--- config.mk ---
export PLATFORM = sky130hd
export DESIGN_NAME = axi4_lite_regfile_flat
export DESIGN_NICKNAME = d
export VERILOG_FILES = /design/src/rtl/axi4_lite_regfile_if.sv /design/src/rtl/axi4_lite_regfile.sv /design/src/flat_wrapper.sv
export SDC_FILE = /design/constraint.sdc
export NUM_CORES = 1
export LEC_CHECK = 0
export BUFFER_PORTS_ARGS = -buffer_cell sky130_fd_sc_hd__clkbuf_2
export CORE_UTILIZATION = 59
export DETAILED_ROUTE_END_ITERATION = 6
export PLACE_DENSITY = 0.83
export REMOVE_ABC_BUFFERS = 1
export SLEW_MARGIN = 20
export SYNTH_ARGS = -nofsm -noshare
export SYNTH_HDL_FRONTEND = slang
export SYNTH_SLANG_ARGS = --single-unit
--- constraint.sdc ---
create_clock -name clk_i -period 7.2 [get_ports clk_i]
set_clock_uncertainty 0.2 [all_clocks]
set_input_delay 2.16 -clock clk_i [delete_from_list [all_inputs] [get_ports clk_i]]
set_output_delay 2.16 -clock clk_i [all_outputs]
set_load 0.05 [all_outputs]
--- src/rtl/axi4_lite_regfile_if.sv ---
// AXI4-Lite bus bundle between an interconnect master and the register file slave.
interface axi4_lite_regfile_if #(
  parameter int ADDRESS_SIZE = 6,
  parameter int DATA_SIZE    = 32
);
  logic [ADDRESS_SIZE-1:0]  s_axi_araddr;
  logic                     s_axi_arvalid;
  logic                     s_axi_arready;
  logic [DATA_SIZE-1:0]     s_axi_rdata;
  logic [1:0]               s_axi_rresp;
  logic                     s_axi_rvalid;
  logic                     s_axi_rready;
  logic [ADDRESS_SIZE-1:0]  s_axi_awaddr;
  logic                     s_axi_awvalid;
  logic                     s_axi_awready;
  logic [DATA_SIZE-1:0]     s_axi_wdata;
  logic [DATA_SIZE/8-1:0]   s_axi_wstrb;
  logic                     s_axi_wvalid;
  logic                     s_axi_wready;
  logic [1:0]               s_axi_bresp;
  logic                     s_axi_bvalid;
  logic                     s_axi_bready;

  modport master (
    output s_axi_araddr, s_axi_arvalid, s_axi_rready,
    output s_axi_awaddr, s_axi_awvalid, s_axi_wdata, s_axi_wstrb, s_axi_wvalid, s_axi_bready,
    input  s_axi_arready, s_axi_rdata, s_axi_rresp, s_axi_rvalid,
    input  s_axi_awready, s_axi_wready, s_axi_bresp, s_axi_bvalid
  );

  modport slave (
    input  s_axi_araddr, s_axi_arvalid, s_axi_rready,
    input  s_axi_awaddr, s_axi_awvalid, s_axi_wdata, s_axi_wstrb, s_axi_wvalid, s_axi_bready,
    output s_axi_arready, s_axi_rdata, s_axi_rresp, s_axi_rvalid,
    output s_axi_awready, s_axi_wready, s_axi_bresp, s_axi_bvalid
  );
endinterface

--- src/rtl/axi4_lite_regfile.sv ---
// AXI4-Lite control register file with optional skid-buffered channels,
// byte strobes, SLVERR on out-of-range indices and per-register write pulses.

module axi4_lite_regfile_skid #(
  parameter int WIDTH = 1,
  parameter bit SLICE = 1'b1
) (
  input  logic             clk_i,
  input  logic             rst_clk_i,
  input  logic             i_inValid,
  output logic             o_inReady,
  input  logic [WIDTH-1:0] i_inData,
  output logic             o_outValid,
  input  logic             i_outReady,
  output logic [WIDTH-1:0] o_outData
);
  if (SLICE) begin : g_slice
    logic             r_outValid;
    logic             r_skidValid;
    logic             r_inReady;
    logic [WIDTH-1:0] r_outData;
    logic [WIDTH-1:0] r_skidData;
    logic             w_outFree;
    logic             w_inHs;
    logic             w_nextSkidValid;

    assign w_outFree = !r_outValid || i_outReady;
    assign w_inHs    = i_inValid && r_inReady;

    always_comb begin
      w_nextSkidValid = r_skidValid;
      if (w_outFree) w_nextSkidValid = 1'b0;
      else if (w_inHs) w_nextSkidValid = 1'b1;
    end

    // Input ready is registered; the skid entry absorbs the beat accepted while the output stalls.
    always_ff @(posedge clk_i) begin
      if (rst_clk_i) begin
        r_outValid  <= 1'b0;
        r_skidValid <= 1'b0;
        r_inReady   <= 1'b0;
        r_outData   <= '0;
        r_skidData  <= '0;
      end else begin
        r_skidValid <= w_nextSkidValid;
        r_inReady   <= !w_nextSkidValid;
        if (w_outFree) begin
          if (r_skidValid) begin
            r_outValid <= 1'b1;
            r_outData  <= r_skidData;
          end else begin
            r_outValid <= w_inHs;
            if (w_inHs) r_outData <= i_inData;
          end
        end else if (w_inHs) begin
          r_skidData <= i_inData;
        end
      end
    end

    assign o_inReady  = r_inReady;
    assign o_outValid = r_outValid;
    assign o_outData  = r_outData;
  end else begin : g_direct
    assign o_inReady  = i_outReady;
    assign o_outValid = i_inValid;
    assign o_outData  = i_inData;
  end
endmodule

module axi4_lite_regfile #(
  parameter int ADDRESS_SIZE = 6,
  parameter int DATA_SIZE    = 32,
  parameter int NUM_REGS     = 8,
  parameter bit REG_SLICE    = 1'b1
) (
  input  logic                          clk_i,
  input  logic                          rst_clk_i,
  axi4_lite_regfile_if.slave            s_axi,
  output logic [NUM_REGS*DATA_SIZE-1:0] regs_o,
  output logic [NUM_REGS-1:0]           wr_pulse_o
);
  localparam int STRB_W   = DATA_SIZE / 8;
  localparam int ADDR_LSB = $clog2(STRB_W);
  localparam int IDX_W    = ADDRESS_SIZE - ADDR_LSB;

  typedef enum logic { W_IDLE, W_RESP } wState_t;
  typedef enum logic { R_IDLE, R_DATA } rState_t;

  wState_t              r_wState, w_wStateNext;
  rState_t              r_rState, w_rStateNext;
  logic [DATA_SIZE-1:0] r_regs [NUM_REGS];
  logic                 r_live;
  logic                 r_awHeld, r_wHeld;
  logic [IDX_W-1:0]     r_awIdx;
  logic [DATA_SIZE-1:0] r_wData;
  logic [STRB_W-1:0]    r_wStrb;
  logic [1:0]           r_bResp;
  logic [NUM_REGS-1:0]  r_pulse;
  logic [DATA_SIZE-1:0] r_rData;
  logic [1:0]           r_rResp;

  logic                 w_arValid, w_arReady, w_arHs;
  logic [IDX_W-1:0]     w_arIdx;
  logic                 w_rValid, w_rReady;
  logic [DATA_SIZE+1:0] w_rOut;
  logic                 w_awValid, w_awReady, w_awHs;
  logic [IDX_W-1:0]     w_awIdx;
  logic                        w_wValid, w_wReady, w_wHs;
  logic [DATA_SIZE+STRB_W-1:0] w_wBeat;
  logic                 w_bValid, w_bReady;
  logic [1:0]           w_bOut;
  logic                 w_commit, w_bDone;
  logic [IDX_W-1:0]     w_cmtIdx;
  logic [DATA_SIZE-1:0] w_cmtData;
  logic [STRB_W-1:0]    w_cmtStrb;
  logic [NUM_REGS-1:0]  w_wSel, w_rSel;
  logic [DATA_SIZE-1:0] w_rdMux;
  logic                 w_unusedAddrLsb;

  // Byte-lane address bits never select anything.
  assign w_unusedAddrLsb = &{1'b0, s_axi.s_axi_araddr[ADDR_LSB-1:0], s_axi.s_axi_awaddr[ADDR_LSB-1:0]};

  axi4_lite_regfile_skid #(.WIDTH(IDX_W), .SLICE(REG_SLICE)) u_arSkid (
    .clk_i(clk_i), .rst_clk_i(rst_clk_i),
    .i_inValid(s_axi.s_axi_arvalid), .o_inReady(s_axi.s_axi_arready),
    .i_inData(s_axi.s_axi_araddr[ADDRESS_SIZE-1:ADDR_LSB]),
    .o_outValid(w_arValid), .i_outReady(w_arReady), .o_outData(w_arIdx)
  );

  axi4_lite_regfile_skid #(.WIDTH(DATA_SIZE + 2), .SLICE(REG_SLICE)) u_rSkid (
    .clk_i(clk_i), .rst_clk_i(rst_clk_i),
    .i_inValid(w_rValid), .o_inReady(w_rReady), .i_inData({r_rData, r_rResp}),
    .o_outValid(s_axi.s_axi_rvalid), .i_outReady(s_axi.s_axi_rready), .o_outData(w_rOut)
  );

  axi4_lite_regfile_skid #(.WIDTH(IDX_W), .SLICE(REG_SLICE)) u_awSkid (
    .clk_i(clk_i), .rst_clk_i(rst_clk_i),
    .i_inValid(s_axi.s_axi_awvalid), .o_inReady(s_axi.s_axi_awready),
    .i_inData(s_axi.s_axi_awaddr[ADDRESS_SIZE-1:ADDR_LSB]),
    .o_outValid(w_awValid), .i_outReady(w_awReady), .o_outData(w_awIdx)
  );

  axi4_lite_regfile_skid #(.WIDTH(DATA_SIZE + STRB_W), .SLICE(REG_SLICE)) u_wSkid (
    .clk_i(clk_i), .rst_clk_i(rst_clk_i),
    .i_inValid(s_axi.s_axi_wvalid), .o_inReady(s_axi.s_axi_wready),
    .i_inData({s_axi.s_axi_wdata, s_axi.s_axi_wstrb}),
    .o_outValid(w_wValid), .i_outReady(w_wReady), .o_outData(w_wBeat)
  );

  axi4_lite_regfile_skid #(.WIDTH(2), .SLICE(REG_SLICE)) u_bSkid (
    .clk_i(clk_i), .rst_clk_i(rst_clk_i),
    .i_inValid(w_bValid), .o_inReady(w_bReady), .i_inData(r_bResp),
    .o_outValid(s_axi.s_axi_bvalid), .i_outReady(s_axi.s_axi_bready), .o_outData(w_bOut)
  );

  assign s_axi.s_axi_rdata = w_rOut[DATA_SIZE+1:2];
  assign s_axi.s_axi_rresp = w_rOut[1:0];
  assign s_axi.s_axi_bresp = w_bOut;

  // r_live keeps every core ready low through reset and raises it on the first cycle after.
  assign w_awReady = (r_wState == W_IDLE) && r_live && !r_awHeld;
  assign w_wReady  = (r_wState == W_IDLE) && r_live && !r_wHeld;
  assign w_bValid  = (r_wState == W_RESP);
  assign w_awHs    = w_awValid && w_awReady;
  assign w_wHs     = w_wValid && w_wReady;
  assign w_arReady = (r_rState == R_IDLE) && r_live;
  assign w_arHs    = w_arValid && w_arReady;
  assign w_rValid  = (r_rState == R_DATA);

  assign w_cmtIdx  = w_awHs ? w_awIdx : r_awIdx;
  assign w_cmtData = w_wHs ? w_wBeat[DATA_SIZE+STRB_W-1:STRB_W] : r_wData;
  assign w_cmtStrb = w_wHs ? w_wBeat[STRB_W-1:0] : r_wStrb;

  always_comb begin
    w_wSel  = '0;
    w_rSel  = '0;
    w_rdMux = '0;
    for (int k = 0; k < NUM_REGS; k++) begin
      w_wSel[k] = (w_cmtIdx == IDX_W'(k));
      w_rSel[k] = (w_arIdx == IDX_W'(k));
      if (w_rSel[k]) w_rdMux = r_regs[k];
    end
  end

  always_ff @(posedge clk_i) begin
    if (rst_clk_i) begin
      r_wState <= W_IDLE;
      r_rState <= R_IDLE;
      r_live   <= 1'b0;
    end else begin
      r_wState <= w_wStateNext;
      r_rState <= w_rStateNext;
      r_live   <= 1'b1;
    end
  end

  // Commit fires on the edge where address and data are both present, whichever arrived last.
  always_comb begin
    w_wStateNext = r_wState;
    w_commit     = 1'b0;
    w_bDone      = 1'b0;
    case (r_wState)
      W_IDLE: begin
        if ((r_awHeld || w_awHs) && (r_wHeld || w_wHs)) begin
          w_commit     = 1'b1;
          w_wStateNext = W_RESP;
        end
      end
      W_RESP: begin
        if (w_bReady) begin
          w_bDone      = 1'b1;
          w_wStateNext = W_IDLE;
        end
      end
      default: w_wStateNext = W_IDLE;
    endcase
  end

  always_comb begin
    w_rStateNext = r_rState;
    case (r_rState)
      R_IDLE:  if (w_arHs) w_rStateNext = R_DATA;
      R_DATA:  if (w_rReady) w_rStateNext = R_IDLE;
      default: w_rStateNext = R_IDLE;
    endcase
  end

  always_ff @(posedge clk_i) begin
    if (rst_clk_i) begin
      r_awHeld <= 1'b0;
      r_wHeld  <= 1'b0;
      r_awIdx  <= '0;
      r_wData  <= '0;
      r_wStrb  <= '0;
      r_bResp  <= 2'b00;
      r_pulse  <= '0;
      for (int k = 0; k < NUM_REGS; k++) r_regs[k] <= '0;
    end else begin
      r_pulse <= '0;
      if (w_awHs) begin
        r_awHeld <= 1'b1;
        r_awIdx  <= w_awIdx;
      end
      if (w_wHs) begin
        r_wHeld <= 1'b1;
        r_wData <= w_cmtData;
        r_wStrb <= w_cmtStrb;
      end
      if (w_commit) begin
        r_bResp <= (|w_wSel) ? 2'b00 : 2'b10;
        r_pulse <= w_wSel;
        for (int k = 0; k < NUM_REGS; k++)
          for (int b = 0; b < STRB_W; b++)
            if (w_wSel[k] && w_cmtStrb[b]) r_regs[k][b*8 +: 8] <= w_cmtData[b*8 +: 8];
      end
      if (w_bDone) begin
        r_awHeld <= 1'b0;
        r_wHeld  <= 1'b0;
      end
    end
  end

  // Capture uses pre-edge register contents, so a same-edge commit is not visible to this read.
  always_ff @(posedge clk_i) begin
    if (rst_clk_i) begin
      r_rData <= '0;
      r_rResp <= 2'b00;
    end else if (w_arHs) begin
      r_rData <= w_rdMux;
      r_rResp <= (|w_rSel) ? 2'b00 : 2'b10;
    end
  end

  for (genvar k = 0; k < NUM_REGS; k++) begin : g_regsOut
    assign regs_o[k*DATA_SIZE +: DATA_SIZE] = r_regs[k];
  end
  assign wr_pulse_o = r_pulse;
endmodule

--- src/flat_wrapper.sv ---
// flat-port wrapper written by rule: the top's interface ports become plain ports
module axi4_lite_regfile_flat 
#(
  parameter int ADDRESS_SIZE = 6,
  parameter int DATA_SIZE    = 32,
  parameter int NUM_REGS     = 8,
  parameter bit REG_SLICE    = 1'b1
)
  (clk_i, rst_clk_i, regs_o, wr_pulse_o, s_axi_s_axi_araddr, s_axi_s_axi_arvalid, s_axi_s_axi_rready, s_axi_s_axi_awaddr, s_axi_s_axi_awvalid, s_axi_s_axi_wdata, s_axi_s_axi_wstrb, s_axi_s_axi_wvalid, s_axi_s_axi_bready, s_axi_s_axi_arready, s_axi_s_axi_rdata, s_axi_s_axi_rresp, s_axi_s_axi_rvalid, s_axi_s_axi_awready, s_axi_s_axi_wready, s_axi_s_axi_bresp, s_axi_s_axi_bvalid);
  axi4_lite_regfile_if #(.ADDRESS_SIZE(ADDRESS_SIZE), .DATA_SIZE(DATA_SIZE)) s_axi_i ();
  input  logic clk_i;
  input  logic rst_clk_i;
  output logic [NUM_REGS*DATA_SIZE-1:0] regs_o;
  output logic [NUM_REGS-1:0] wr_pulse_o;
  input wire logic [$bits(s_axi_i.s_axi_araddr)-1:0] s_axi_s_axi_araddr;
  input wire logic [$bits(s_axi_i.s_axi_arvalid)-1:0] s_axi_s_axi_arvalid;
  input wire logic [$bits(s_axi_i.s_axi_rready)-1:0] s_axi_s_axi_rready;
  input wire logic [$bits(s_axi_i.s_axi_awaddr)-1:0] s_axi_s_axi_awaddr;
  input wire logic [$bits(s_axi_i.s_axi_awvalid)-1:0] s_axi_s_axi_awvalid;
  input wire logic [$bits(s_axi_i.s_axi_wdata)-1:0] s_axi_s_axi_wdata;
  input wire logic [$bits(s_axi_i.s_axi_wstrb)-1:0] s_axi_s_axi_wstrb;
  input wire logic [$bits(s_axi_i.s_axi_wvalid)-1:0] s_axi_s_axi_wvalid;
  input wire logic [$bits(s_axi_i.s_axi_bready)-1:0] s_axi_s_axi_bready;
  output wire logic [$bits(s_axi_i.s_axi_arready)-1:0] s_axi_s_axi_arready;
  output wire logic [$bits(s_axi_i.s_axi_rdata)-1:0] s_axi_s_axi_rdata;
  output wire logic [$bits(s_axi_i.s_axi_rresp)-1:0] s_axi_s_axi_rresp;
  output wire logic [$bits(s_axi_i.s_axi_rvalid)-1:0] s_axi_s_axi_rvalid;
  output wire logic [$bits(s_axi_i.s_axi_awready)-1:0] s_axi_s_axi_awready;
  output wire logic [$bits(s_axi_i.s_axi_wready)-1:0] s_axi_s_axi_wready;
  output wire logic [$bits(s_axi_i.s_axi_bresp)-1:0] s_axi_s_axi_bresp;
  output wire logic [$bits(s_axi_i.s_axi_bvalid)-1:0] s_axi_s_axi_bvalid;
  assign s_axi_i.s_axi_araddr = s_axi_s_axi_araddr;
  assign s_axi_i.s_axi_arvalid = s_axi_s_axi_arvalid;
  assign s_axi_i.s_axi_rready = s_axi_s_axi_rready;
  assign s_axi_i.s_axi_awaddr = s_axi_s_axi_awaddr;
  assign s_axi_i.s_axi_awvalid = s_axi_s_axi_awvalid;
  assign s_axi_i.s_axi_wdata = s_axi_s_axi_wdata;
  assign s_axi_i.s_axi_wstrb = s_axi_s_axi_wstrb;
  assign s_axi_i.s_axi_wvalid = s_axi_s_axi_wvalid;
  assign s_axi_i.s_axi_bready = s_axi_s_axi_bready;
  assign s_axi_s_axi_arready = s_axi_i.s_axi_arready;
  assign s_axi_s_axi_rdata = s_axi_i.s_axi_rdata;
  assign s_axi_s_axi_rresp = s_axi_i.s_axi_rresp;
  assign s_axi_s_axi_rvalid = s_axi_i.s_axi_rvalid;
  assign s_axi_s_axi_awready = s_axi_i.s_axi_awready;
  assign s_axi_s_axi_wready = s_axi_i.s_axi_wready;
  assign s_axi_s_axi_bresp = s_axi_i.s_axi_bresp;
  assign s_axi_s_axi_bvalid = s_axi_i.s_axi_bvalid;
  axi4_lite_regfile #(.ADDRESS_SIZE(ADDRESS_SIZE), .DATA_SIZE(DATA_SIZE), .NUM_REGS(NUM_REGS), .REG_SLICE(REG_SLICE)) u_core (.clk_i(clk_i), .rst_clk_i(rst_clk_i), .s_axi(s_axi_i), .regs_o(regs_o), .wr_pulse_o(wr_pulse_o));
endmodule
==> report_table.html <==
<table>
<tr><th>Metric</th><th>Value</th></tr>
<tr><th colspan="2">Yosys</th></tr>
<tr><td>Synth Register Bits</td><td>514</td></tr>
<tr><td>Most used standard cells in the synthesized netlist</td><td>nor2_1, dfxtp_1, edfxtp_1</td></tr>
<tr><td>Post-synth EDFFs</td><td>~260</td></tr>
<tr><td>Synth area leader</td><td>edfxtp_1</td></tr>
<tr><td>Yosys warning total</td><td>0</td></tr>
<tr><td>Post-synthesis sequential area ratio</td><td>roughly three fifths</td></tr>
<tr><td>Fraction of synthesis flops using an asynchronous set or reset pin</td><td>0%</td></tr>
<tr><td>Top-area cell type share of the netlist area</td><td>between 30% and 40%</td></tr>
<tr><td>Top cells by area in the synthesized netlist</td><td>edfxtp_1, dfxtp_1, nor2_1, mux2i_1, nand2_1</td></tr>
<tr><td>Synthesized netlist cell count</td><td>1849</td></tr>
<tr><td>Main flop type after synthesis</td><td>dfxtp_1</td></tr>
<tr><td>Syn Area/Cell</td><td>11.3 µm²</td></tr>
<tr><td>Most frequently used cell type in the post-synthesis netlist</td><td>nor2_1</td></tr>
<tr><td>Number of unique standard cell types used by synthesis</td><td>59</td></tr>
<tr><td>Cell Area, Synth</td><td>~0.021 mm²</td></tr>
<tr><th colspan="2">Cells and area</th></tr>
<tr><td>Cell Count, Final, Fillers Out</td><td>roughly 2700</td></tr>
<tr><td>Filler cells</td><td>2403</td></tr>
<tr><td>Area growth from synthesis to final layout</td><td>18.1%</td></tr>
<tr><td>Register Area</td><td>about 0.013 mm²</td></tr>
<tr><td>Area occupied by multi-input gates</td><td>~0.0074 mm²</td></tr>
<tr><td>Diodes inserted</td><td>0</td></tr>
<tr><td>Final-stage net count</td><td>2214</td></tr>
<tr><td>Layout cell share with drive strength beyond 1</td><td>a little over a quarter</td></tr>
<tr><th colspan="2">Power</th></tr>
<tr><td>Switching portion of total power</td><td>25.2%</td></tr>
<tr><td>Internal power</td><td>about 0.0049 W</td></tr>
<tr><td>Sequential fraction of design power</td><td>49.5%</td></tr>
<tr><td>Combinational group share of total power</td><td>slightly below 10%</td></tr>
<tr><td>Max VDD drop</td><td>between 200 and 250 µV</td></tr>
<tr><td>Power density over the cells</td><td>between 200 and 300 mW/mm²</td></tr>
<tr><td>Net switching power</td><td>roughly 0.0017 W</td></tr>
<tr><td>Share of total power in the clock network</td><td>roughly two fifths</td></tr>
<tr><td>Leakage power total</td><td>approximately 9.0 nW</td></tr>
<tr><th colspan="2">Critical path</th></tr>
<tr><td>Reg2reg start</td><td>u_core.r_live</td></tr>
<tr><td>Library cell contributing the largest single delay on the critical path</td><td>o21ai_0</td></tr>
<tr><td>Critical path data arrival time</td><td>around 4.3 ns</td></tr>
<tr><td>Required time of the critical path</td><td>7.28 ns</td></tr>
<tr><td>Worst-path cell chain</td><td>a21oi_1 -&gt; nor3_2 -&gt; nand3_2 -&gt; o21ai_0 -&gt; buf_4</td></tr>
<tr><td>Largest driver fanout on the critical path</td><td>19</td></tr>
<tr><td>Critical path's largest stage delay</td><td>slightly below 1 ns</td></tr>
<tr><td>Critical setup path kind</td><td>flip-flop to flip-flop</td></tr>
<tr><td>Setup crit start kind</td><td>flip-flop</td></tr>
<tr><td>Startpoint of the most critical setup path</td><td>u_core.r_live</td></tr>
<tr><td>Type of element capturing the critical path</td><td>flip-flop</td></tr>
<tr><th colspan="2">Route</th></tr>
<tr><td>Final Routed Wirelength</td><td>around 60000 µm</td></tr>
<tr><td>Drt wl/cell</td><td>about 23 µm</td></tr>
<tr><td>Post-DR vias/cell</td><td>6.04</td></tr>
<tr><td>Via count</td><td>between 15000 and 20000</td></tr>
<tr><td>Pre-Repair DR Iteration Count</td><td>7</td></tr>
<tr><td>Post-route DRC</td><td>0</td></tr>
<tr><td>Number of nets with antenna violations after detailed routing</td><td>0</td></tr>
<tr><td>Initial DRC count</td><td>approximately 1500</td></tr>
<tr><th colspan="2">Placed design</th></tr>
<tr><td>Final RePlAce weighted congestion</td><td>0.938</td></tr>
<tr><td>Setup slack after placement</td><td>2.66 ns</td></tr>
<tr><td>Cell count after placement</td><td>~2600</td></tr>
<tr><td>Buffers on Ports</td><td>353</td></tr>
<tr><td>HPWL after DPL</td><td>between 40000 and 50000 µm</td></tr>
<tr><th colspan="2">Job</th></tr>
<tr><td>Max_cap viols</td><td>0</td></tr>
<tr><th colspan="2">STA</th></tr>
<tr><td>Shortest period the worst path allows</td><td>4.21 ns</td></tr>
<tr><td>Total of endpoints with negative setup slack in the final report</td><td>0</td></tr>
<tr><td>Maximum clock frequency</td><td>~240 MHz</td></tr>
<tr><td>Hold Vio Cnt, Final</td><td>0</td></tr>
<tr><td>Setup repair after global routing missed its margin</td><td>false</td></tr>
<tr><td>WHS</td><td>approximately 0.25 ns</td></tr>
<tr><td>Final total negative setup slack</td><td>0 ns</td></tr>
<tr><td>Measured slew at the worst slew-check pin</td><td>1.09 ns</td></tr>
<tr><td>Smallest setup slack after layout</td><td>approximately 3.0 ns</td></tr>
<tr><td>Normalized max-slew margin</td><td>between 20% and 30%</td></tr>
<tr><td>Max-slew violation count</td><td>0</td></tr>
<tr><td>Crit share post-route</td><td>between 50% and 60%</td></tr>
<tr><th colspan="2">Clock network</th></tr>
<tr><td>H-tree depth reported by CTS</td><td>2</td></tr>
<tr><td>Maximum root-to-sink buffer count</td><td>3</td></tr>
<tr><td>Sink count of the clock tree</td><td>between 500 and 600</td></tr>
<tr><td>TritonCTS clock tree</td><td>yes</td></tr>
<tr><td>Post-CTS setup repair buffer count</td><td>0</td></tr>
<tr><td>PostCTS Resize Cnt</td><td>0</td></tr>
<tr><td>Clock Root Buffer</td><td>clkbuf_16</td></tr>
<tr><td>Hold-fix buffers, CTS</td><td>0</td></tr>
<tr><td>Clock-pin slew reported for the worst setup and hold paths after clock tree synthesis</td><td>0.06 ns</td></tr>
<tr><td>Clock Latency Late Sink</td><td>0.57 ns</td></tr>
<tr><td>Num CTS Buffers</td><td>50</td></tr>
<tr><th colspan="2">Floorplanning</th></tr>
<tr><td>Total Die Area</td><td>~0.036 mm²</td></tr>
<tr><td>Number of rows in the core area</td><td>between 60 and 70</td></tr>
<tr><td>Height of the die</td><td>190 µm</td></tr>
<tr><td>Effective utilization at floorplan</td><td>about three fifths</td></tr>
<tr><td>Core Footprint</td><td>~0.035 mm²</td></tr>
<tr><td>Number of top-level pins</td><td>360</td></tr>
<tr><td>Horizontal die dimension</td><td>190 µm</td></tr>
<tr><th colspan="2">Global routing</th></tr>
<tr><td>Global router's overall resource usage</td><td>32.6%</td></tr>
<tr><td>Remaining global-route overflow</td><td>0</td></tr>
<tr><td>Pin count of the biggest net entering global routing</td><td>81</td></tr>
<tr><td>Number of global-route vias before repair</td><td>roughly 15000</td></tr>
<tr><td>Global-route wire length before repair</td><td>~88000 µm</td></tr>
<tr><td>Initial antenna violation count</td><td>0</td></tr>
<tr><th colspan="2">Hold path</th></tr>
<tr><td>Classification of the worst-slack hold path</td><td>flip-flop to flip-flop</td></tr>
<tr><td>Critical hold path startpoint</td><td>u_core.u_wSkid.g_slice.r_skidData[8]</td></tr>
<tr><th colspan="2">Outcome</th></tr>
<tr><td>Outcome</td><td>finished, final reports clean</td></tr>
</table>
## path summary, 6_finish.rpt
check,to,slack (ns),cells after the start
worst max-delay path,u_core.r_regs[0][32],2.99,5
worst min-delay path,u_core.u_wSkid.g_slice.r_skidData[8],0.25,2
worst max register to register,u_core.r_regs[0][32],2.99,5
worst min register to register,u_core.u_wSkid.g_slice.r_skidData[8],0.25,2
## area by class of cell
class / instances / share of cell area, %
clock buffers: 67 / 5.79
clock inverters: 26 / 1.05
inverters: 3 / 0.0507
multi-input cells: 1194 / 30.2
flip-flops and latches: 514 / 52.1
well taps: 455 / 2.31
repair buffers: 396 / 8.50
## placed cells by master, fill, tap and decap left out, types with 31 or more instances in the layout
cell type / Yosys / final
clkbuf_16: 0 / 52
a21oi_1: 120 / 120
nand2_1: 181 / 180
nand3_1: 33 / 33
nor2_1: 329 / 327
dfxtp_1: 258 / 254
a211oi_1: 66 / 66
mux2i_1: 107 / 107
a31oi_1: 31 / 31
and2_1: 65 / 65
buf_4: 7 / 43
mux2_2: 39 / 39
edfxtp_1: 256 / 256
clkbuf_2: 0 / 352
## cells by family after synthesis
| kind of cell | Yosys count | share of synthesized area [%] |
|---|---|---|
| other cells | 1 | 0.0180 |
| mux | 177 | 10.4 |
| buf+inv | 142 | 3.01 |
| compound gates | 345 | 10.9 |
| simple gates | 670 | 14.1 |
| flops | 514 | 61.5 |
## per-stage QoR
step                cell area (µm²)  utilization, %  total power (W)
finish                        24700            71.0          0.00656
CTS                           24700            71.0          0.00657
global placement              23000            66.2          0.00393
detailed placement            23000            66.2          0.00394
floorplan                     20300               -          0.00372
global route                  24700            71.0          0.00673
## flip-flops by register name, summed over array words and instances (netlist names), 8 cells and up
name / cells
u_core.u_rSkid.g_slice.r_skidData: 33
u_core.u_rSkid.o_outData: 33
u_core.r_rData: 32
u_core.r_regs: 256
u_core.u_wSkid.o_outData: 36
u_core.r_wData: 32
u_core.u_wSkid.g_slice.r_skidData: 36
u_core.wr_pulse_o: 8
## layer usage
metal / track usage, % / share of wire, % / vias to the layer above / wire, µm
met5: 0 / 0 / - / 0
met4: 16.8 / 5.7 / 0 / 3430
met3: 8.17 / 11 / 189 / 6850
met2: 49.4 / 45 / 940 / 26800
met1: 43.4 / 38 / 7640 / 23100
li1: - / - / 7261 / -
## worst max-delay path, delay by kind of cell, from the launching register on
| kind | cells | cell delay [ns] |
|---|---|---|
| AO/OA/AOI/OAI | 2 | 1.16 |
| buffers and inverters | 1 | 0.27 |
| flip-flops | 1 | 0.70 |
| AND/OR/NAND/NOR | 2 | 1.57 |
## power groups by stage
stage / combinational (W) / sequential (W) / clock, W
after global placement: 0.000627 / 0.00330 / 0
after global routing: 0.000677 / 0.00325 / 0.00280
after detailed placement: 0.000639 / 0.00331 / 0
after CTS: 0.000642 / 0.00324 / 0.00268
final: 0.000646 / 0.00325 / 0.00267
after floorplan: 0.000221 / 0.00350 / 0
No activity file was read; power rests on OpenSTA's default activity.
